[src/rtl/light_timer.sv]
// light_timer: seconds-resolution countdown timer for the traffic-light controller
//   clk         system clock, all logic on the rising edge
//   reset       synchronous active-high reset
//   t_start     one-cycle load/start request; t_length is sampled with it
//   t_length    interval length in seconds
//   t_done      high from expiry until the next t_start
//   t_flicker   blinks in the first half of each of the final FLICKER_SECS seconds
//   t_busy      high while counting
//   t_remaining whole seconds left in the current interval
//   sec_tick    one-cycle pulse after each second boundary, including the last
module light_timer #(
   parameter int TICKS_PER_SEC = 50_000_000,
   parameter int FLICKER_SECS  = 5,
   parameter int LEN_W         = 5
) (
   input  logic             clk,
   input  logic             reset,
   input  logic             t_start,
   input  logic [LEN_W-1:0] t_length,
   output logic             t_done,
   output logic             t_flicker,
   output logic             t_busy,
   output logic [LEN_W-1:0] t_remaining,
   output logic             sec_tick
);
   localparam int PW = $clog2(TICKS_PER_SEC);
   localparam logic [PW-1:0] LAST = PW'(TICKS_PER_SEC - 1);
   localparam logic [PW-1:0] HALF = PW'(TICKS_PER_SEC / 2);
   localparam logic [1:0] IDLE = 2'd0;
   localparam logic [1:0] RUN  = 2'd1;
   localparam logic [1:0] DONE = 2'd2;
   logic [1:0]       state;
   logic [LEN_W-1:0] remaining;
   logic [PW-1:0]    presc;
   logic             tick;
   logic             wrap;
   assign wrap = (state == RUN) && (presc == LAST);
   always_ff @(posedge clk) begin
      if (reset) begin
         state     <= IDLE;
         remaining <= '0;
         presc     <= '0;
         tick      <= 1'b0;
      end else if (t_start) begin
         // a start always wins, even over the final wrap of a running interval
         state     <= (t_length != '0) ? RUN : DONE;
         remaining <= t_length;
         presc     <= '0;
         tick      <= 1'b0;
      end else begin
         tick <= wrap;
         if (state == RUN) begin
            presc <= wrap ? '0 : presc + 1'b1;
            if (wrap) begin
               remaining <= remaining - 1'b1;
               if (remaining == LEN_W'(1)) state <= DONE;
            end
         end
      end
   end
   assign t_busy      = (state == RUN);
   assign t_done      = (state == DONE);
   assign t_remaining = remaining;
   assign sec_tick    = tick;
   assign t_flicker   = t_busy && (32'(remaining) <= FLICKER_SECS) && (presc < HALF);
endmodule

[config.mk]
export PLATFORM = sky130hd
export DESIGN_NAME = light_timer
export DESIGN_NICKNAME = d
export VERILOG_FILES = /design/src/rtl/light_timer.sv
export SDC_FILE = /design/constraint.sdc
export NUM_CORES = 1
export LEC_CHECK = 0
export ABC_AREA = 1
export CAP_MARGIN = 20
export CORE_MARGIN = 2
export CORE_UTILIZATION = 45
export DETAILED_ROUTE_END_ITERATION = 10
export PLACE_DENSITY = 0.74
export SETUP_SLACK_MARGIN = 0.15
export SYNTH_ARGS = -nofsm -noshare
export SYNTH_HDL_FRONTEND = slang
export SYNTH_SLANG_ARGS = --single-unit
[constraint.sdc]
create_clock -name clk -period 3.3 [get_ports clk]
set_clock_uncertainty 0.1 [all_clocks]
set_input_delay 0.66 -clock clk [delete_from_list [all_inputs] [get_ports clk]]
set_output_delay 0.66 -clock clk [all_outputs]
set_load 0.01 [all_outputs]
Yosys cells after proc, flatten, opt, wreduce, memory -nomap -nowiden
Cells that the tools add are included.
W data, S select, Z words.
{"block": "classes", "n_addsub": 2, "order_cmp": 2, "n_eq_ne": 4, "mux": 9, "reduce_logical": 10}
{"operator": "$add A26 B1 Y26 const B", "n": 1}
{"operator": "$eq A26 B26 Y1 const B", "n": 1}
{"operator": "$lt A26 B25 Y1 const B", "n": 1}
{"operator": "$mux W26", "n": 1}
{"operator": "$mux W5", "n": 3}
{"operator": "$mux W2", "n": 5}
{"operator": "$reduce_bool A2 Y1", "n": 3}
{"operator": "$eq A5 B1 Y1 const B", "n": 1}
{"operator": "$le A5 B3 Y1 const B", "n": 1}
{"operator": "$reduce_bool A5 Y1", "n": 1}
{"operator": "$sub A5 B1 Y5 const B", "n": 1}
{"operator": "$logic_and A1 B1 Y1", "n": 3}
{"operator": "$reduce_and A3 Y1", "n": 1}
{"operator": "$eq A2 B1 Y1 const B", "n": 1}
{"operator": "$eq A2 B2 Y1 const B", "n": 1}
{"operator": "$reduce_and A2 Y1", "n": 1}
{"operator": "$reduce_or A2 Y1", "n": 1}
{"block": "word_totals", "register_bits": 34, "out_inout_bits": 9}

Logic depth before layout (Yosys ltp)
Gate-level depths: netlist of the first run.
{"block": "logic_depth", "ltp_word": 5, "ltp_mapped": 11}

Worst setup path after synthesis of the first run
No wires, ideal clock.
{"block": "synth_path", "path_kind": "flip-flop to output port", "from": "reg remaining[0], in the netlist t_remaining[0]", "to": "out t_flicker", "arrival_ns": 0.973, "required_time_ns": 2.540, "path_slack_ns": 1.567, "path_stages_with_launch": 6, "cell_sequence": "dfxtp_1 -> ha_1 -> nor2_1 -> o21ai_0 -> nand4_1 -> nor2_1"}
{"block": "synth_via", "elab_chain_len": 3}
{"item": "from (decl)", "line": "33", "rtl": "logic [LEN_W-1:0] remaining;"}
{"item": "from (signal assigned)", "line": "47", "rtl": "remaining <= t_length;"}
{"item": "from (signal assigned)", "line": "55", "rtl": "remaining <= remaining - 1'b1;"}
{"item": "$le A5 B3 Y1", "line": "65", "rtl": "assign t_flicker = t_busy && (32'(remaining) <= FLICKER_SECS) && (presc < HALF);"}
{"item": "$logic_and A1 B1 Y1 (2 in series)", "line": "65"}
{"item": "to (decl)", "line": "21", "rtl": "output logic t_flicker,"}
Every way passes these cells.

Final worst setup path of the first run
{"block": "layout_path", "from": "reg presc[14]", "to": "out t_flicker"}
{"block": "layout_via", "elab_chain_len": 2}
{"item": "from (decl)", "line": "34", "rtl": "logic [PW-1:0] presc;"}
{"item": "from (signal assigned)", "line": "53", "rtl": "presc <= wrap ? '0 : presc + 1'b1;"}
{"item": "$lt A26 B25 Y1", "line": "65"}
{"item": "$logic_and A1 B1 Y1", "line": "65"}
Every way passes these cells.

==> flow_metrics.tcl, run 1 <==
set metrics [dict create \
    status "finished clean" \
    clock_sinks 34 \
    synth_area_leaders "dfxtp_1 (33%), nand2_1 (11%), nor2_1 (8.3%)" \
    worstReg2RegStart "state[0]" \
    track_usage 0.190 \
    worst-slew-pin-transition_ns 0.347 \
    fin_crit_ns 2.57 \
    fin_crit_sh 0.780 \
    yosysTopAreaCellShare 0.333 \
    drc 0 \
    fin_util 0.537 \
    dp_hpwl_um 3380 \
    final_common_cell "nand2_1" \
    nets 335 \
    layout-drive-gt1-share 0.160 \
    avgRoutedWirePerCell_um 11.5 \
    placementRows 24 \
    worst_hold_slack_ns 0.386 \
    setup_viol 0 \
    root_buffer "clkbuf_8" \
    maxSlewViolCount 0 \
    post-cts-setup-buffers 0 \
    die_w_um 71.4 \
    rsz0062_at_grt "false" \
    finalSetupTns_ns 0 \
    insertion_delay_ns 0.29 \
    avgSynthCellArea_um2 6.74 \
    initial_core_util 0.469 \
    synth_area_um2 2040 \
    place_congestion 0.908 \
    hold_depth 2 \
    coreArea_um2 4350 \
    endpoint_kind "output pin" \
    synth_top_area_cell "dfxtp_1" \
    hold_path_startpoint "presc[18]" \
    synthDistinctLibCells 33 \
    drtPass1Iterations 4 \
    slew_headroom 0.768 \
    diodes 0 \
    synth_edf_count 0 \
    htreeDepth 2 \
    p_leak_nw 0.888 \
    finalWirelength_um 4340 \
    hold_violations 0 \
    cap_violations 0 \
    grt_pass1_vias 1806 \
    port_buffers 16 \
    ant_nets 0 \
    drtIter0Drc 100 \
    crit_type "reg -> out" \
    r2r_end "presc[25]" \
    chipHeight_um 71.4 \
    start_kind "flip-flop" \
    holdPathEnd "presc[18]" \
    synth-seq-area-share 0.333 \
    vias 1905 \
    fmax_ghz 0.388 \
    viasPerCell 5.05 \
    grt_start_max_net_pins 16 \
    antenna_found_initial 0 \
    cts_repair_resize_count 0 \
    layout_common_cells "nand2_1 (59), nor2_1 (45), inv_1 (41), dfxtp_1 (34), nand3_1 (22)" \
    async_flop_share 0 \
    powerDensity_nw_per_um2 359 \
    cts_tree "done" \
    overflow 0 \
    critPathMaxFanout 5 \
    postCtsHoldBufs 0 \
    rrSetupSlack_ns 1.42 \
    area_growth_pct 14.4 \
    ioPinCount 17 \
    r2r_cells 10 \
    cts_max_path_buffers 2 \
    cp_data_arrival_time_ns 1.81 \
    die_area_um2 5100 \
    cp_data_required_time_ns 2.54 \
    cts_buffers 5 \
    grt_pass1_wl_um 7780 \
    holdCritPathClass "reg -> reg" \
    synthFlopType "dfxtp_1" \
    syn_inst 303 \
    synth_fp_nets 314 \
    clkTransAtPathRegs_ns 0.07 \
    ys_ff_latch 34 \
    yosys_warnings 0 \
    vdd_ir_drop_max_v 0.000222 \
]
[cell families after synthesis]
family,count (synthesis),share of synthesized area
xor gates and xnor gates,7,0.0300
AOI/OAI and AO/OA,34,0.0968
buffers and inverters,49,0.0992
and+or+nand+nor,176,0.423
DFF,34,0.333
adders and majority gates,3,0.0184
[power by group]
part           switching, W  leakage, nW  internal (W)
Sequential       0.00000765        0.275      0.000417
Clock              0.000154       0.0482      0.000168
Combinational     0.0000515        0.564     0.0000414
[routing by layer]
metal / vias up / GRT usage / wire length, um
met5: - / 0 / 0
met4: 0 / 0.0713 / 47
met3: 5 / 0.0380 / 196
met2: 37 / 0.302 / 1990
met1: 864 / 0.255 / 2110
li1: 999 / - / -
[cell usage after synthesis (all sizes together) (2+ instances only)]
library cell  number
nor3              11
dfxtp             34
or2                2
ha                 3
nor2              59
nand2             70
xnor2              2
a21oi             12
nand4              4
buf                2
nand3             27
o21ai             19
xor2               5
inv               46
[flip-flops by register name, indices dropped and copies added, names as in the netlist]
name / count
sec_tick: 1
t_remaining: 5
state: 2
presc: 26
[worst max path at each step]
stage	start	slack, ns	end	cells past startpoint
finish	presc[14]	0.73	t_flicker	6
global route	presc[18]	0.53	t_flicker	6
CTS	presc[18]	0.70	t_flicker	6
detailed placement	t_start	1.02	presc[13]	6
global placement	presc[18]	1.03	t_flicker	6
floorplan	t_remaining[0]	1.57	t_flicker	5
[through the flow]
step / setup slack, ns / total power (W) / cell area (um2) / instances
global route: 0.531 / 0.000874 / 2340 / 377
finish: 0.725 / 0.000840 / 2340 / 377
CTS: 0.698 / 0.000848 / 2340 / 377
global placement: 1.03 / 0.000527 / 2250 / 369
detailed placement: 1.02 / 0.000527 / 2250 / 369
floorplan: 1.57 / 0.000492 / 2040 / 303
[area by class of cell]
cell class	count	area [um2]
fill	429	2020
multi-input combinational	220	1160
sequential	34	681
inverter	46	173
timing repair buffer	17	168
clock buffer	7	86.3
tap	52	65.1
clock inverter	1	5.00
[worst max-delay path: stages, from the launching register on]
cell and delay [ns]:
dfxtp_1 0.40, inv_1 0.09, nor4_1 0.22, nand3_1 0.12
a21oi_1 0.17, nor2_1 0.06, clkdlybuf4s50_1 0.47
No activity file was read; power rests on OpenSTA's default activity.
==> run 2, diff against run 1 <==
- clock period: 3.3 -> 2.6 ns (I/O delays scaled with it)
==> run 2 against run 1 <==
Compared with the run above: largest power group unchanged; non-clock buffer count unchanged; combinational power up 26%; clock power up 29%; highest routed layer unchanged.
==> flow_metrics.tcl, run 2 (synthesized netlist as in run 1, its figures left out) <==
set metrics [dict create \
    status "finished clean" \
    vias 1884 \
    largest_register_ffs 26 \
    grt_pass1_wl_um 7650 \
    post_dp_cell_area_um2 2250 \
    hold_violations 0 \
    die_w_um 71.4 \
    final_area_um2 2350 \
    worst_hold_slack_ns 0.400 \
    drtIter0Drc 129 \
    cts_max_path_buffers 2 \
    setup_viol 0 \
    clkTransAtPathRegs_ns 0.07 \
    grt_pass1_vias 1811 \
    clock_sinks 34 \
    chipHeight_um 71.4 \
    place_congestion 0.914 \
    maxSlewViolCount 0 \
    critPathMaxFanout 10 \
    holdCritPathClass "reg -> reg" \
    placedCellCount 369 \
    final_common_cell "nand2_1" \
    port_buffers 16 \
    worst_path_largest_cell_delay_ns 0.56 \
    finalWirelength_um 4300 \
    fin_crit_ns 2.24 \
    p_leak_nw 0.903 \
    placementRows 24 \
    drc 0 \
    layout.cells.non_filler 377 \
    fin_crit_sh 0.860 \
    htreeDepth 2 \
    rsz0062_at_grt "false" \
    ioPinCount 17 \
    antenna_found_initial 0 \
    track_usage 0.187 \
    cts_buffers 5 \
    diodes 0 \
    vdd_ir_drop_max_v 0.000294 \
    crit_type "reg -> out" \
    dp_hpwl_um 3330 \
    cp_data_arrival_time_ns 1.62 \
    viasPerCell 5.00 \
    root_buffer "clkbuf_8" \
    path_cells "inv_2 -> nor2_2 -> buf_4 -> clkdlybuf4s50_1" \
    cap_violations 0 \
    area_growth_pct 15.0 \
    cp_data_required_time_ns 1.98 \
    crit_path_top_delay_cell "clkdlybuf4s50_1" \
    worst-slew-pin-transition_ns 0.353 \
    finalSetupTns_ns 0 \
    powerDensity_nw_per_um2 456 \
    coreArea_um2 4350 \
    power.total_w 0.00107 \
    layout-drive-gt1-share 0.169 \
    start_kind "flip-flop" \
    fmax_ghz 0.447 \
    avgRoutedWirePerCell_um 11.4 \
    die_area_um2 5100 \
    endpoint_kind "output pin" \
    slew_headroom 0.764 \
    overflow 0 \
    ant_nets 0 \
    grt_start_max_net_pins 16 \
    regMostFlops "presc" \
    drtPass1Iterations 4 \
    nets 335 \
    insertion_delay_ns 0.29 \
    layout_common_cells "nand2_1 (59), nor2_1 (45), inv_1 (41), dfxtp_1 (33), nand3_1 (22)" \
    cts_tree "done" \
    initial_core_util 0.469 \
]
[run 2: power breakdown]
| group | switching (W) | internal [W] |
|---|---|---|
| clock network | 0.000202 | 0.000213 |
| logic | 0.0000645 | 0.0000522 |
| registers | 0.00000969 | 0.000530 |
[run 2: critical path, delay by kind of cell (launching register included)]
kind | cells | cell delay [ns]
buffers and inverters | 3 | 0.83
DFF | 1 | 0.38
and+or+nand+nor | 1 | 0.12
[run 2: stage by stage]
step / utilization / setup slack (ns)
6_report: 0.540 / 0.365
5_1_grt: 0.540 / 0.287
4_1_cts: 0.539 / 0.153
3_5_place_dp: 0.516 / 0.436
3_3_place_gp: 0.516 / 0.467
2_1_floorplan: - / 1.01
[run 2: final timing paths]
check,from,endpoint,slack (ns),cells past startpoint
setup / recovery,state[0],t_busy,0.36,4
hold reg to reg,presc[1],presc[1],0.40,2
hold / removal,presc[1],presc[1],0.40,2
setup reg to reg,state[0],presc[25],0.73,10
[run 2: routing by layer]
layer | wire, um | vias to the layer above | global-route usage | share of wire
li1 | - | 1001 | - | -
met1 | 2110 | 828 | 0.250 | 0.49
met2 | 1900 | 44 | 0.287 | 0.44
met3 | 206 | 11 | 0.0436 | 0.048
met4 | 83 | 0 | 0.0818 | 0.019
met5 | 0 | - | 0 | 0
[run 2: final cells by class]
type	count	area, um2
timing repair buffer	17	170
sequential	34	682
inverter	46	173
tap	52	65.1
multi-input combinational	220	1160
clock buffer	6	82.6
fill	410	2000
clock inverter	2	12.5
[run 2: what timing repair did]
action                                 4_1_cts  5_1_grt
setup buffers                                0        0
pin swaps                                    0        0
setup endpoints to repair                    1        1
gates resized for setup                      1        2
endpoints found under the hold margin        0        0
hold buffers                                 0        0
